<file path="src/rtl/rr_arbiter4.sv">
// Four-requester round-robin arbiter with grant hold limit and timeout pulse.
// The owner-done input is named rel because release is a reserved word in SystemVerilog.
module rr_arbiter4 #(
    parameter int unsigned MAX_HOLD = 8,
    parameter int unsigned CNT_W    = 4
) (
    input  logic       clk,
    input  logic       rst,
    input  logic [3:0] req,
    input  logic       rel,
    output logic [3:0] gnt,
    output logic       gnt_valid,
    output logic       timeout
);

    typedef enum logic {
        IDLE  = 1'b0,
        GRANT = 1'b1
    } state_t;

    localparam logic [CNT_W-1:0] HOLD_LAST = CNT_W'((MAX_HOLD == 0) ? 0 : MAX_HOLD - 1);

    state_t           state_q, state_d;
    logic [3:0]       gnt_d;
    logic             timeout_d;
    logic [CNT_W-1:0] hold_cnt, hold_d;
    logic [1:0]       last, last_d;
    logic [1:0]       owner, owner_d;
    logic             hold_hit;
    logic             revoke;

    // First requester found when searching upward from last+1 with wrap.
    function automatic logic [1:0] pick_next(input logic [3:0] r, input logic [1:0] l);
        logic [1:0] idx;
        logic       found;
        pick_next = '0;
        found     = 1'b0;
        for (int k = 1; k <= 4; k++) begin
            idx = l + 2'(k);
            if (!found && r[idx]) begin
                pick_next = idx;
                found     = 1'b1;
            end
        end
    endfunction

    assign hold_hit = (MAX_HOLD != 0) && (hold_cnt == HOLD_LAST);
    assign revoke   = rel || !req[owner] || hold_hit;

    always_comb begin
        // NOTE: every signal gets a default first so no path leaves it unassigned (no latches).
        state_d   = state_q;
        gnt_d     = gnt;
        timeout_d = 1'b0;
        hold_d    = hold_cnt;
        last_d    = last;
        owner_d   = owner;
        case (state_q)
            IDLE: begin
                gnt_d = 4'b0000;
                if (req != 4'b0000) begin
                    owner_d = pick_next(req, last);
                    gnt_d   = 4'b0001 << owner_d;
                    hold_d  = '0;
                    state_d = GRANT;
                end
            end
            GRANT: begin
                if (revoke) begin
                    gnt_d     = 4'b0000;
                    state_d   = IDLE;
                    last_d    = owner;
                    hold_d    = '0;
                    // Pulse only when the hold limit alone ended the grant.
                    timeout_d = hold_hit && !rel && req[owner];
                end else if (hold_cnt != '1) begin
                    hold_d = hold_cnt + 1'b1;
                end
            end
            default: begin
                state_d = IDLE;
                gnt_d   = 4'b0000;
            end
        endcase
    end

    always_ff @(posedge clk) begin
        // NOTE: non-blocking assignments so all registers update together on the edge.
        if (rst) begin
            state_q   <= IDLE;
            gnt       <= 4'b0000;
            gnt_valid <= 1'b0;
            timeout   <= 1'b0;
            hold_cnt  <= '0;
            last      <= 2'd3;
            owner     <= 2'd0;
        end else begin
            state_q   <= state_d;
            gnt       <= gnt_d;
            gnt_valid <= |gnt_d;
            timeout   <= timeout_d;
            hold_cnt  <= hold_d;
            last      <= last_d;
            owner     <= owner_d;
        end
    end

endmodule

</file>
<file path="config.mk">
export PLATFORM = sky130hd
export DESIGN_NAME = rr_arbiter4
export DESIGN_NICKNAME = d
export VERILOG_FILES = /design/src/rtl/rr_arbiter4.sv
export SDC_FILE = /design/constraint.sdc
export NUM_CORES = 1
export LEC_CHECK = 0
export CORE_MARGIN = 10
export CORE_UTILIZATION = 45
export CTS_CLUSTER_SIZE = 30
export DETAILED_ROUTE_END_ITERATION = 8
export PLACE_DENSITY = 0.73
export RECOVER_POWER = 50
export SYNTH_ARGS = -nofsm -noshare
export SYNTH_HDL_FRONTEND = slang
export SYNTH_SLANG_ARGS = --single-unit
</file>
<file path="constraint.sdc">
create_clock -name clk -period 2.1 [get_ports clk]
set_input_delay 0.42 -clock clk [delete_from_list [all_inputs] [get_ports clk]]
set_output_delay 0.42 -clock clk [all_outputs]
set_load 0.01 [all_outputs]
</file>
==> results of run 1 <==
-- area by class of cell --
cell class	instances	area, sq um
sequential	15	300
fill	163	711
clock inverter	1	5.00
clock buffer	3	22.5
inverter	4	15.0
multi-input combinational	63	445
timing repair buffer	19	169
tap	17	21.3
-- stage by stage --
stage / power, W / setup slack, ns / setup TNS [ns]
after global placement: 0.000478 / 0.00323 / 0
final: 0.000644 / 0.245 / 0
after floorplan: 0.000424 / 0.426 / 0
after CTS: 0.000656 / 0.273 / 0
after global routing: 0.000680 / 0.149 / 0
after detailed placement: 0.000483 / -0.0445 / -0.0520
-- sequential cells by signal, summed over array words and instances (netlist names) --
name / count
gnt: 4
hold_cnt: 4
last: 2
owner: 2
gnt_valid: 1
state_q: 1
timeout: 1
-- power by group --
group / switching (W) / leakage [nW] / internal [W]
clock network: 0.000102 / 0.0177 / 0.0000711
logic: 0.0000689 / 0.261 / 0.0000736
registers: 0.0000240 / 0.123 / 0.000305
-- cells in the final DEF, fill, tap and decap left out, types with 2 or more instances in the layout --
| cell type | count |
|---|---|
| or2_2 | 2 |
| nand4_1 | 3 |
| buf_4 | 6 |
| inv_1 | 4 |
| nand2b_1 | 2 |
| dlygate4sd3_1 | 6 |
| a21oi_1 | 2 |
| o2bb2ai_1 | 3 |
| nor3_1 | 3 |
| clkdlybuf4s50_1 | 6 |
| or4_1 | 2 |
| clkbuf_4 | 3 |
| nand2_1 | 6 |
| mux2i_1 | 5 |
| and3_1 | 3 |
| dfxtp_1 | 15 |
| a31oi_1 | 3 |
| nor2_1 | 9 |
-- synth_stat cells, drive strengths merged, types with 2 or more instances --
library cell	instances
nor2	9
and3	3
buf	2
nand4	3
nand2	6
a22o	2
a31oi	3
inv	4
clkbuf	2
nand2b	2
o2bb2ai	3
nor3	3
a21oi	2
or2	2
dfxtp	15
or4	2
mux2i	5
-- worst paths after layout --
| kind | start | to | cells past startpoint |
|---|---|---|---|
| setup / recovery | req[3] | hold_cnt[3] | 5 |
| hold / removal | gnt[3] | gnt[3] | 1 |
| setup reg to reg | hold_cnt[0] | last[1] | 6 |
| hold reg to reg | gnt[3] | gnt[3] | 1 |
-- cell families after synthesis --
family                   after synthesis  share of synthesized area (%)
XOR/XNOR                               1                           1.11
flip-flops                            15                           38.0
AO/OA/AOI/OAI                         20                           23.3
AND/OR/NAND/NOR                       36                           24.6
adder cells (fa/ha/maj)                1                           1.58
buffers and inverters                  8                           5.07
multiplexers                           5                           6.34
-- per-layer routing --
metal  up-vias  part of all wire, %  global-route usage (%)
met3         3                  3.5                    2.85
met2        13                   51                    18.0
met5         -                    0                       0
met1       345                   44                    11.6
li1        359                    -                       -
met4         0                  1.3                    7.32
==> out/metrics.cfg, run 1 <==
[setup_path]
worstSetupPathType=input pin to register
cpPeakStageDelay_ns=0.57
crit_required_ns=2.30
crit_family=simple AND/OR/NAND/NOR gates
crit_path_top_delay_cell=or4_1
start_kind=input pin
path_buf_inv=1
cp_cell_sequence=clkdlybuf4s50_1, or4_1, o2111ai_2, xor2_1, a2111oi_2
cp.arrival_ns=2.05
cp-end-kind=register
cp_max_fo=2
reg2reg_slack_ns=0.42

[placement]
dpl_cell_area_sq_um=958
dpl.cell_count=118
gp_congestion=0.857
portBuffers=12
dpl.hpwl_um=1450

[global_route]
antenna_found_initial=0
grt_pass1_vias=716
grt_pass1_wl_um=3110
grtUsageTotal_pct=10.8
grt_max_degree=13
grt_overflow=0

[yosys]
synth.cell_area_sq_um=790
async_flop_share_pct=0
synth_top_area_share_pct=38.0
synth_area_leaders=dfxtp_1 38%, mux2i_1 6.3%, nor2_1 4.3%
synth-seq-cells=15
yosysWarningCount=0
netlist_instances=86
synth_fp_nets=94
ys.flop_type=dfxtp_1
synth.avg_cell_area_sq_um=9.18
synth.distinct_cells=39
synth_edf_count=0
synth_top_area_cell=dfxtp_1
yosysSeqAreaShare_pct=38.0

[die]
initial_utilization_pct=46.7
dieArea_sq_mm=0.00383
num_io_pins=13
std_cell_rows=15
dieHeight_um=61.9
coreArea_sq_mm=0.00169
die_width_um=61.9

[clock_network]
cts_inserted_buffers=3
cts_root_buffer=clkbuf_4
cts_resized=0
clk_latency_ns=0.29
cts_setup_buffers=0
cts_buffer_depth=2
tritoncts=done
postCtsHoldBufs=0
clkTransAtPathRegs_ns=0.09
numClockSinks=15
htree_levels=1

[power_and_ir_drop]
p_leak_nw=0.402
p_per_area_mw_per_mm2=658
peakVddDrop_mv=0.490

[timing]
holdWs_ns=0.488
hold_viol=0
finalCritPeriodShare_pct=88.3
slew_viol_final=0
fin_skew_ns=0.00159
finalSetupViolCount=0
worstMarginPinSlew_ns=0.421
slew_headroom_pct=71.8
rsz0062_at_grt=false
clock.fmax_mhz=539
fin_crit_ns=1.86

[finish]
fin_cells=122
num-nets-final=114
post-route-cell-area_sq_um=978
fin_util_pct=57.9
area_growth_pct=23.9
post_route_cells_drive_above_1_share_pct=17.1
antenna_cells=0

[drt]
avgRoutedWirePerCell_um=14.8
drt_first_pass_iters=4
drc=0
ant_nets=0
vias=720
drt_iter0_drc=18
routed_wl_um=1800
vias_per_cell=5.90

[run]
cap_violations=0

[hold_path]
hp-class=register to register

[run_status]
status=completed

Note: power is estimated with default switching activity, not from simulation.
==> run 2, diff against run 1 <==
Settings changed: PLACE_DENSITY 0.73 to not set, PLACE_DENSITY_LB_ADDON set to 0.08.
Clock period 2.1 ns to 1.7 ns, I/O delays scaled along.
==> out/metrics.cfg, run 2 (same netlist as run 1, synthesis figures left out) <==
[timing]
worstMarginPinSlew_ns=0.356  ; -0.0651 ns
slew_viol_final=0  ; unchanged
fin_skew_ns=0.00268  ; +0.00109 ns
slew_headroom_pct=76.1  ; +4.4 points
finalCritPeriodShare_pct=98.5
hold_viol=0  ; unchanged
setup-tns-final_ns=0  ; unchanged
fin_crit_ns=1.67
rsz0062_at_grt=false
finalSetupViolCount=0  ; unchanged
clock.fmax_mhz=597

[global_route]
gr-max-usage-layer=met2
grt_overflow=0  ; unchanged
grtUsageMet2_pct=17.7  ; -0.29 points
grtUsageTotal_pct=10.8  ; +0.036 points
grt_pass1_vias=707  ; -1.3%
grt_max_degree=11  ; -2
grt_pass1_wl_um=3020  ; -2.7%
antenna_found_initial=0  ; unchanged
grtUsageMet3_pct=4.27  ; +1.4 points
grt_use_met1_pct=11.6  ; about the same

[drt]
drc=0  ; unchanged
ant_nets=0  ; unchanged
vias=737  ; +2.4%
drt_iter0_drc=7  ; -11
drt_first_pass_iters=4  ; unchanged
avgRoutedWirePerCell_um=14.2  ; -3.8%
vias_per_cell=5.80  ; -1.7%
routed_wl_um=1810  ; +0.17%

[placement]
portBuffers=12  ; unchanged
dpl.cell_count=122  ; +3.4%
dpl.hpwl_um=1450  ; -0.36%
gp_congestion=0.908  ; +6.0%

[finish]
ff_latch_area_sq_um=300  ; unchanged
final_common_cell=dfxtp_1
top_regs=gnt: 4 flops, hold_cnt: 4 flops
fin_cells=127  ; +4.1%
num-nets-final=119  ; +4.4%
area_growth_pct=30.1
fin_util_pct=60.8  ; +2.9 points
layout_common_cells=15 x dfxtp_1, 12 x buf_4, 8 x nor2_1
fillCellCount=160  ; -1.8%
antenna_cells=0  ; unchanged
multiInputGateArea_sq_um=455  ; +2.2%
post_route_cells_drive_above_1_share_pct=24.5  ; +7.4 points

[die]
die_width_um=61.9  ; unchanged
num_io_pins=13  ; unchanged
coreArea_sq_mm=0.00169  ; unchanged
dieHeight_um=61.9  ; unchanged
std_cell_rows=15  ; unchanged
dieArea_sq_mm=0.00383  ; unchanged
initial_utilization_pct=46.7  ; unchanged

[setup_path]
reg2reg_from=hold_cnt[0]
cp-end-kind=register
reg2reg_slack_ns=0.12  ; -0.30 ns
worstSetupPathType=input pin to register
r2r_end=gnt_valid
start_kind=input pin
cp_max_fo=4  ; +2
crit_required_ns=1.88  ; -0.42 ns
cp.arrival_ns=1.85  ; -0.20 ns
r2r_cells=5  ; -1

[power_and_ir_drop]
peakVddDrop_mv=0.461  ; -5.8%
p_per_area_mw_per_mm2=781  ; +19%
p_leak_nw=0.431  ; +7.3%

[hold_path]
hp-start=gnt[1]
hold_path_depth=1  ; unchanged
hp-class=register to register
hold_end=gnt[1]

[clock_network]
clkTransAtPathRegs_ns=0.09  ; about the same
cts_root_buffer=clkbuf_4
clk_latency_ns=0.28  ; about the same
tritoncts=done
cts_inserted_buffers=3  ; unchanged
numClockSinks=15  ; unchanged
htree_levels=1  ; unchanged
cts_buffer_depth=2  ; unchanged

[run_status]
status=completed

[run]
cap_violations=0  ; unchanged

## run 2: changes by cell type in the layout (fill, tap and decap cells not counted), sizes merged
| cell | delta |
|---|---|
| dlygate4sd3 | -1 |
| clkbuf | -1 |
| clkdlybuf4s50 | -1 |
| buf | +6 |
| dlygate4sd2 | +2 |
## run 2: power by group
group | switching, W | leakage, nW | internal [W]
Combinational | 0.0000914 | 0.291 | 0.000104
Sequential | 0.0000257 | 0.123 | 0.000377
Clock | 0.000116 | 0.0177 | 0.0000873
## run 2: worst max-delay path by stage
stage,from,endpoint,slack [ns]
global route,req[0],hold_cnt[3],0.008
CTS,req[3],gnt_valid,0.03
finish,req[0],gnt_valid,0.03
global placement,req[3],hold_cnt[3],-0.36
detailed placement,req[3],hold_cnt[3],-0.39
floorplan,req[3],hold_cnt[3],0.11
## run 2: what timing repair did
| action | in CTS | in global routing |
|---|---|---|
| cloned | 0 | 0 |
| gates resized for setup | 2 | 2 |
| buffers inserted | 1 | 0 |
| hold buffers | 0 | 0 |
| pin swaps | 4 | 0 |
| hold endpoints to repair | 0 | 0 |
| setup endpoints to repair | 1 | 5 |
## run 2: area by class of cell
type / count / area share, %
clock inverter: 1 / 0.487
multi-input combinational: 63 / 44.3
clock buffer: 3 / 2.19
sequential: 15 / 29.2
timing repair buffer: 24 / 20.2
tap: 17 / 2.07
inverter: 4 / 1.46
## run 2: stage by stage
stage / hold WS, ns / power [W] / setup slack, ns / area, sq um
4_1_cts: 0.488 / 0.000812 / 0.0274 / 1020
3_5_place_dp: 0.471 / 0.000610 / -0.388 / 988
3_3_place_gp: 0.473 / 0.000605 / -0.357 / 988
5_1_grt: 0.498 / 0.000856 / 0.00768 / 1030
2_1_floorplan: 0.451 / 0.000524 / 0.106 / 790
6_report: 0.485 / 0.000802 / 0.0257 / 1030
## run 2: routing by layer
metal,vias up,part of all wire [%]
li1,373,-
met1,345,44
met2,15,49
met3,4,4.5
met4,0,2.0
met5,-,0
## run 2: critical path, stage by stage
cell and delay, ns:
clkdlybuf4s50_1 0.42, or4_4 0.50, buf_4 0.17, and2_4 0.17, a22o_2 0.25
==> run 3, diff against run 2 <==
Settings changed: CAP_MARGIN set to 20.
==> results of run 3 <==
Same layout as run 2: the final DEF is identical, and so are final timing and power.
